### src/rtl/k_and_s_datapath_if.sv
// Shared decode type and the control-unit/datapath bus of the K-and-S machine.
// Optional K_AND_S_ILLEGAL_OP_EN adds the sticky illegal_op status line.
package k_and_s_pkg;
    typedef enum logic [3:0] {
        I_NOP, I_LOAD, I_STORE, I_MOVE, I_ADD, I_SUB, I_AND, I_OR,
        I_BRANCH, I_BZERO, I_BNEG, I_BOV, I_BNOV, I_BNNEG, I_BNZERO, I_HALT
    } decoded_instruction_type;
endpackage

interface k_and_s_datapath_if #(
    parameter int unsigned DATA_W = 16,
    parameter int unsigned ADDR_W = 5
);
    logic                                 branch;
    logic                                 pc_enable;
    logic                                 ir_enable;
    logic                                 write_reg_enable;
    logic                                 addr_sel;
    logic                                 c_sel;
    logic [1:0]                           operation;
    logic                                 flags_reg_enable;
    k_and_s_pkg::decoded_instruction_type decoded_instruction;
    logic                                 zero_op;
    logic                                 neg_op;
    logic                                 unsigned_overflow;
    logic                                 signed_overflow;
    logic [ADDR_W-1:0]                    ram_addr;
    logic [DATA_W-1:0]                    data_out;
    logic [DATA_W-1:0]                    data_in;
`ifdef K_AND_S_ILLEGAL_OP_EN
    logic                                 illegal_op;
`endif

    modport master (
        output branch, pc_enable, ir_enable, write_reg_enable, addr_sel, c_sel, operation,
               flags_reg_enable, data_in,
`ifdef K_AND_S_ILLEGAL_OP_EN
        input  illegal_op,
`endif
        input  decoded_instruction, zero_op, neg_op, unsigned_overflow, signed_overflow,
               ram_addr, data_out
    );

    modport slave (
        input  branch, pc_enable, ir_enable, write_reg_enable, addr_sel, c_sel, operation,
               flags_reg_enable, data_in,
`ifdef K_AND_S_ILLEGAL_OP_EN
        output illegal_op,
`endif
        output decoded_instruction, zero_op, neg_op, unsigned_overflow, signed_overflow,
               ram_addr, data_out
    );
endinterface

### src/rtl/k_and_s_datapath.sv
// K-and-S datapath: PC, IR, 4x16 register file, ALU and flags register.
// Define K_AND_S_ILLEGAL_OP_EN to flag fetches of unlisted opcodes.
module k_and_s_datapath
    import k_and_s_pkg::*;
#(
    parameter int unsigned DATA_W = 16,
    parameter int unsigned ADDR_W = 5,
    parameter int unsigned NREGS  = 4
) (
    input logic               clk,
    input logic               rst_n,
    k_and_s_datapath_if.slave bus
);
    localparam int unsigned RegW = $clog2(NREGS);

    function automatic decoded_instruction_type decode(input logic [7:0] op);
        case (op)
            8'h81:   decode = I_LOAD;
            8'h82:   decode = I_STORE;
            8'h91:   decode = I_MOVE;
            8'hA1:   decode = I_ADD;
            8'hA2:   decode = I_SUB;
            8'hA3:   decode = I_AND;
            8'hA4:   decode = I_OR;
            8'h01:   decode = I_BRANCH;
            8'h02:   decode = I_BZERO;
            8'h03:   decode = I_BNEG;
            8'h04:   decode = I_BOV;
            8'h05:   decode = I_BNOV;
            8'h0A:   decode = I_BNNEG;
            8'h0B:   decode = I_BNZERO;
            8'hFF:   decode = I_HALT;
            default: decode = I_NOP;
        endcase
    endfunction

    logic [ADDR_W-1:0]       pc_q, pc_d;
    logic [DATA_W-1:0]       ir_q;
    logic [DATA_W-1:0]       regs_q [NREGS];
    logic                    zero_q, neg_q, uov_q, sov_q;
    decoded_instruction_type instr;
    logic [RegW-1:0]         sel_a, sel_b, sel_dest, sel_mem;
    logic [DATA_W-1:0]       op_a, op_b, alu_res, reg_wdata;
    logic [DATA_W:0]         sum;
    logic                    alu_uov, alu_sov;
    logic                    unused_ir;

    assign unused_ir = ir_q[7];

    always_comb begin
        instr    = decode(ir_q[15:8]);
        sel_mem  = ir_q[5 +: RegW];
        sel_a    = ir_q[2 +: RegW];
        sel_b    = ir_q[0 +: RegW];
        sel_dest = ir_q[4 +: RegW];
        // MOVE feeds src to both operands so AND/OR passes it through unchanged
        if (instr == I_MOVE) begin
            sel_a    = ir_q[0 +: RegW];
            sel_dest = ir_q[2 +: RegW];
        end
        if (instr == I_LOAD) sel_dest = sel_mem;
    end

    always_comb begin
        op_a    = regs_q[sel_a];
        op_b    = regs_q[sel_b];
        sum     = {1'b0, op_a} + {1'b0, op_b};
        alu_res = '0;
        alu_uov = 1'b0;
        alu_sov = 1'b0;
        unique case (bus.operation)
            2'b00: begin
                alu_res = sum[DATA_W-1:0];
                alu_uov = sum[DATA_W];
                alu_sov = (op_a[DATA_W-1] == op_b[DATA_W-1]) &&
                          (alu_res[DATA_W-1] != op_a[DATA_W-1]);
            end
            2'b01: begin
                alu_res = op_a - op_b;
                alu_uov = op_a < op_b;
                alu_sov = (op_a[DATA_W-1] != op_b[DATA_W-1]) &&
                          (alu_res[DATA_W-1] != op_a[DATA_W-1]);
            end
            2'b10: alu_res = op_a & op_b;
            2'b11: alu_res = op_a | op_b;
        endcase
        reg_wdata = bus.c_sel ? bus.data_in : alu_res;
        pc_d      = bus.branch ? ir_q[ADDR_W-1:0] : pc_q + ADDR_W'(1);
    end

    always_ff @(posedge clk or negedge rst_n) begin
        if (!rst_n) begin
            pc_q   <= '0;
            ir_q   <= '0;
            zero_q <= 1'b0;
            neg_q  <= 1'b0;
            uov_q  <= 1'b0;
            sov_q  <= 1'b0;
            for (int i = 0; i < NREGS; i++) regs_q[i] <= '0;
        end else begin
            if (bus.pc_enable)        pc_q             <= pc_d;
            if (bus.ir_enable)        ir_q             <= bus.data_in;
            if (bus.write_reg_enable) regs_q[sel_dest] <= reg_wdata;
            if (bus.flags_reg_enable) begin
                zero_q <= (alu_res == '0);
                neg_q  <= alu_res[DATA_W-1];
                uov_q  <= alu_uov;
                sov_q  <= alu_sov;
            end
        end
    end

`ifdef K_AND_S_ILLEGAL_OP_EN
    logic illegal_q;

    always_ff @(posedge clk or negedge rst_n) begin
        if (!rst_n) begin
            illegal_q <= 1'b0;
        end else if (bus.ir_enable && decode(bus.data_in[15:8]) == I_NOP &&
                     bus.data_in[15:8] != 8'h00) begin
            illegal_q <= 1'b1;
        end
    end

    assign bus.illegal_op = illegal_q;
`endif

    assign bus.decoded_instruction = instr;
    assign bus.ram_addr            = bus.addr_sel ? ir_q[ADDR_W-1:0] : pc_q;
    assign bus.data_out            = regs_q[sel_mem];
    assign bus.zero_op             = zero_q;
    assign bus.neg_op              = neg_q;
    assign bus.unsigned_overflow   = uov_q;
    assign bus.signed_overflow     = sov_q;
endmodule

### src/flat_wrapper.sv
// flat-port wrapper written by rule: the top's interface ports become plain ports
module k_and_s_datapath_flat import k_and_s_pkg::*;
#(
    parameter int unsigned DATA_W = 16,
    parameter int unsigned ADDR_W = 5,
    parameter int unsigned NREGS  = 4
)
  (clk, rst_n, bus_branch, bus_pc_enable, bus_ir_enable, bus_write_reg_enable, bus_addr_sel, bus_c_sel, bus_operation, bus_flags_reg_enable, bus_data_in, bus_decoded_instruction, bus_zero_op, bus_neg_op, bus_unsigned_overflow, bus_signed_overflow, bus_ram_addr, bus_data_out);
  k_and_s_datapath_if #(.DATA_W(DATA_W), .ADDR_W(ADDR_W)) bus_i ();
  input logic clk;
  input logic rst_n;
  input wire logic [$bits(bus_i.branch)-1:0] bus_branch;
  input wire logic [$bits(bus_i.pc_enable)-1:0] bus_pc_enable;
  input wire logic [$bits(bus_i.ir_enable)-1:0] bus_ir_enable;
  input wire logic [$bits(bus_i.write_reg_enable)-1:0] bus_write_reg_enable;
  input wire logic [$bits(bus_i.addr_sel)-1:0] bus_addr_sel;
  input wire logic [$bits(bus_i.c_sel)-1:0] bus_c_sel;
  input wire logic [$bits(bus_i.operation)-1:0] bus_operation;
  input wire logic [$bits(bus_i.flags_reg_enable)-1:0] bus_flags_reg_enable;
  input wire logic [$bits(bus_i.data_in)-1:0] bus_data_in;
  output wire logic [$bits(bus_i.decoded_instruction)-1:0] bus_decoded_instruction;
  output wire logic [$bits(bus_i.zero_op)-1:0] bus_zero_op;
  output wire logic [$bits(bus_i.neg_op)-1:0] bus_neg_op;
  output wire logic [$bits(bus_i.unsigned_overflow)-1:0] bus_unsigned_overflow;
  output wire logic [$bits(bus_i.signed_overflow)-1:0] bus_signed_overflow;
  output wire logic [$bits(bus_i.ram_addr)-1:0] bus_ram_addr;
  output wire logic [$bits(bus_i.data_out)-1:0] bus_data_out;
  assign bus_i.branch = bus_branch;
  assign bus_i.pc_enable = bus_pc_enable;
  assign bus_i.ir_enable = bus_ir_enable;
  assign bus_i.write_reg_enable = bus_write_reg_enable;
  assign bus_i.addr_sel = bus_addr_sel;
  assign bus_i.c_sel = bus_c_sel;
  assign bus_i.operation = bus_operation;
  assign bus_i.flags_reg_enable = bus_flags_reg_enable;
  assign bus_i.data_in = bus_data_in;
  assign bus_decoded_instruction = bus_i.decoded_instruction;
  assign bus_zero_op = bus_i.zero_op;
  assign bus_neg_op = bus_i.neg_op;
  assign bus_unsigned_overflow = bus_i.unsigned_overflow;
  assign bus_signed_overflow = bus_i.signed_overflow;
  assign bus_ram_addr = bus_i.ram_addr;
  assign bus_data_out = bus_i.data_out;
  k_and_s_datapath #(.DATA_W(DATA_W), .ADDR_W(ADDR_W), .NREGS(NREGS)) u_core (.clk(clk), .rst_n(rst_n), .bus(bus_i));
endmodule
### config.mk
export PLATFORM = sky130hd
export DESIGN_NAME = k_and_s_datapath_flat
export DESIGN_NICKNAME = d
export VERILOG_FILES = /design/src/rtl/k_and_s_datapath_if.sv /design/src/rtl/k_and_s_datapath.sv /design/src/flat_wrapper.sv
export SDC_FILE = /design/constraint.sdc
export NUM_CORES = 1
export LEC_CHECK = 0
export ABC_AREA = 0
export CORE_AREA = 2 2 116 118
export CTS_CLUSTER_DIAMETER = 100
export CTS_CLUSTER_SIZE = 14
export DETAILED_ROUTE_END_ITERATION = 10
export DIE_AREA = 0 0 118 120
export PLACE_DENSITY_LB_ADDON = 0.08
export SLEW_MARGIN = 15
export SYNTH_ARGS = -nofsm -noshare
export SYNTH_HDL_FRONTEND = slang
export SYNTH_SLANG_ARGS = --single-unit
### constraint.sdc
create_clock -name clk -period 11.4 [get_ports clk]
set_clock_uncertainty 0.05 [all_clocks]
set_input_delay 2.28 -clock clk [delete_from_list [all_inputs] [get_ports clk]]
set_output_delay 2.28 -clock clk [all_outputs]
set_load 0.01 [all_outputs]
==> impl_metrics.yaml <==
synthesis:
  synth-main-ff-cell: "dfrtp_1"
  syn-cell-area_um2: 7440
  syn_area_per_cell_um2: 9.97
  synthXorXnorAreaFrac: 0.00941
  synth_edf_count: 0
  synth_cell_types: 71
  synth-seq-area-share: 0.296
  synth_top_family_by_area: "multiplexers"
  ys_ff_latch: 88
  synth_compound_area_frac: 0.153
  synth_nets: 825
  async_reset_ff_frac: 1.00
  synthAdderAreaFrac: 0.0877
  netlist_instances: 747
  synthMuxAreaShare: 0.279
  yosys.area_share.simple: 0.116
  yosys_warnings: 0
setup_path:
  slowest_delay_ps: 840
  reg2regPathDepth: 15
  cp_data_arrival_time_ps: 6200
  critPathLaunchType: "register"
  crit_top_cell: "o21ai_0"
  critPathCaptureType: "register"
  path_cells: "nor4b_1 > nand4_1 > mux2i_4 > mux4_2 > ha_1 > fa_1 > a211oi_1 > nor2_1 > o21ai_0 > o31ai_1 > a2111oi_0 > nor3_1 > o2bb2ai_1 > mux2i_1 > o21ai_0"
  required_ps: 11520
  slowest_stage: "mux2i_4"
  critPathMaxFanout: 16
  path_class: "register to register"
routing:
  postRouteAntennaNets: 0
  drc: 0
  drt_iter0_drc: 670
  num_vias: 6225
  avgRoutedWirePerCell_um: 21.2
  dr.pass1.iters: 5
  routed_via_density: 6.54
  drt-total-wl_um: 20200
placed_design:
  portBuffers: 55
  post-place-cells: 937
  routabilityCongestion: 0.953
  hpwl_um: 14500
  placed_area_um2: 8080
clock_tree:
  clk_pin_slew_worst_paths_ps: 70
  clk_latency_ps: 330
  postCtsSetupBuffers: 0
  numCtsBuffers: 9
  clock_path_buffers: 2
  cts_tree: "done"
  postCtsHoldBufs: 0
  ctsResizeCount: 0
  htreeDepth: 3
  cts_sinks: 88
  cts_root_buf: "clkbuf_16"
floorplanning:
  start_util: 0.574
  die-area_um2: 14200
  die_y_um: 120
  row_count: 42
  io_pins: 56
  core_um2: 13000
  die_w_um: 118
global_routing:
  track_usage: 0.292
  use_met3: 0.0347
  grt_pass1_vias: 6015
  busiest_layer: "met2"
  use_met2: 0.489
  grt_pass1_wl_um: 32400
  use_met1: 0.400
  grt_max_degree: 82
  antenna_found_initial: 0
  grt_overflow_total: 0
timing:
  period_needed_ps: 6080
  relSlewSlack: 0.238
  finalHoldViolCount: 0
  fin_setup_tns_ps: 0
  finalSetupViolations: 0
  drv_slew: 0
  rsz0062_at_grt: "false"
  finalCritPeriodShare: 0.533
  max_freq_ghz: 0.164
  worst_pin_slew_ps: 1140
  hold_ws_ps: 452
job:
  max_cap_violations: 0
power:
  p_leak_uw: 0.00348
  finalPower_uw: 2520
  powerDensity_nw_per_um2: 302
  peakVddDrop_uv: 120
finish:
  antenna_cells: 0
  layout_commonest_cell: "dfrtp_1"
  fin_nets: 850
  fin_area_um2: 8370
  final_cell_mix: "dfrtp_1 (88), mux2_2 (73), nand2_1 (64)"
  multi_input_area_um2: 4820
  drive_gt1_frac: 0.213
  fillers: 1074
  synthToLayoutAreaGrowth_pct: 12.4
  regArea_um2: 2200
  finalNonFillerCells: 952
worst_hold_path:
  holdPathStages: 1
  hp-class: "register to register"
run_status:
  status: "finished clean"
-- metrics by stage --
step                 util  worst slack [ps]
floorplan               -              6130
global placement    0.622              5370
detailed placement  0.622              5350
CTS                 0.644              5320
global route        0.644              4820
finish              0.644              5320
-- state kept, by name, indices dropped and copies added (netlist names) --
name and cells:
u_core.bus.neg_op 1, u_core.bus.signed_overflow 1, u_core.bus.unsigned_overflow 1, u_core.bus.zero_op 1
u_core.ir_q 15, u_core.pc_q 5, u_core.regs_q 64
-- cells by family (layout without fill, tap and decap cells) --
kind of cell / count (synthesis) / in the layout
AOI/OAI and AO/OA: 171 / 171
xor gates and xnor gates: 8 / 8
adders and majority gates: 51 / 51
buffers and inverters: 107 / 136
DFF: 88 / 88
muxes: 138 / 138
and+or+nand+nor: 184 / 184
-- path summary, 6_finish.rpt --
| kind | slack [ps] | startpoint | to |
|---|---|---|---|
| max in group asynchronous | 8360 | rst_n | u_core.regs_q[56]$_DFFE_PN0P_ |
| max | 5320 | u_core.ir_q[8]$_DFFE_PN0P_ | u_core.regs_q[46]$_DFFE_PN0P_ |
| min | 450 | u_core.bus.signed_overflow$_DFFE_PN0P_ | u_core.bus.signed_overflow$_DFFE_PN0P_ |
| max reg2reg | 5320 | u_core.ir_q[8]$_DFFE_PN0P_ | u_core.regs_q[46]$_DFFE_PN0P_ |
| min reg2reg | 450 | u_core.bus.signed_overflow$_DFFE_PN0P_ | u_core.bus.signed_overflow$_DFFE_PN0P_ |
| min in group asynchronous | 1700 | rst_n | u_core.pc_q[4]$_DFFE_PN0P_ |
-- cells in the mapped netlist (3+ instances only) --
library cell | n | share of area
o2bb2ai_1 | 4 | 0.0047
nand2b_1 | 5 | 0.0042
xnor2_1 | 7 | 0.0082
o31ai_1 | 4 | 0.0040
and3_1 | 5 | 0.0042
nand3_1 | 10 | 0.0067
a211oi_1 | 7 | 0.0071
mux2_2 | 73 | 0.11
o21bai_1 | 4 | 0.0040
a31o_2 | 3 | 0.0035
a21oi_1 | 43 | 0.029
dfrtp_1 | 88 | 0.30
mux4_2 | 48 | 0.15
buf_4 | 4 | 0.0040
nor4b_1 | 3 | 0.0035
o311ai_0 | 3 | 0.0035
nand2_1 | 64 | 0.032
clkbuf_1 | 31 | 0.016
o31a_1 | 3 | 0.0035
nor3_1 | 12 | 0.0081
nor4_1 | 8 | 0.0067
ha_1 | 49 | 0.082
nand4_1 | 6 | 0.0050
or3_1 | 3 | 0.0025
buf_1 | 7 | 0.0035
a31oi_1 | 5 | 0.0042
a21o_1 | 8 | 0.0081
nor2_1 | 53 | 0.027
o21ai_0 | 44 | 0.030
mux2i_1 | 16 | 0.022
inv_1 | 54 | 0.027
o22ai_1 | 4 | 0.0034
buf_2 | 8 | 0.0054
nor2b_1 | 4 | 0.0034
o211ai_1 | 11 | 0.011
-- critical path, delay by kind of cell (launching register included) --
kind / cells / cell delay [ps]
AOI/OAI and AO/OA: 6 / 1820
adders and majority gates: 2 / 720
DFF: 1 / 530
muxes: 3 / 1800
and+or+nand+nor: 4 / 970
-- layout make-up --
class,count,area share
repair buffers,65,0.0745
clock buffers,12,0.0295
well taps,176,0.0263
multi-input cells,552,0.576
inverters,56,0.0251
clock inverters,3,0.00509
flip-flops and latches,88,0.263
-- power breakdown --
| group | switching [uW] | internal, uW |
|---|---|---|
| clock network | 116 | 174 |
| registers | 132 | 436 |
| logic | 926 | 738 |
| total | 1170 | 1350 |
-- metal layers --
layer,part of all wire,up-vias
met4,0.018,0
met5,0,-
met1,0.44,3115
met2,0.48,273
li1,-,2810
met3,0.063,27
(Power assumes the default switching activity.)
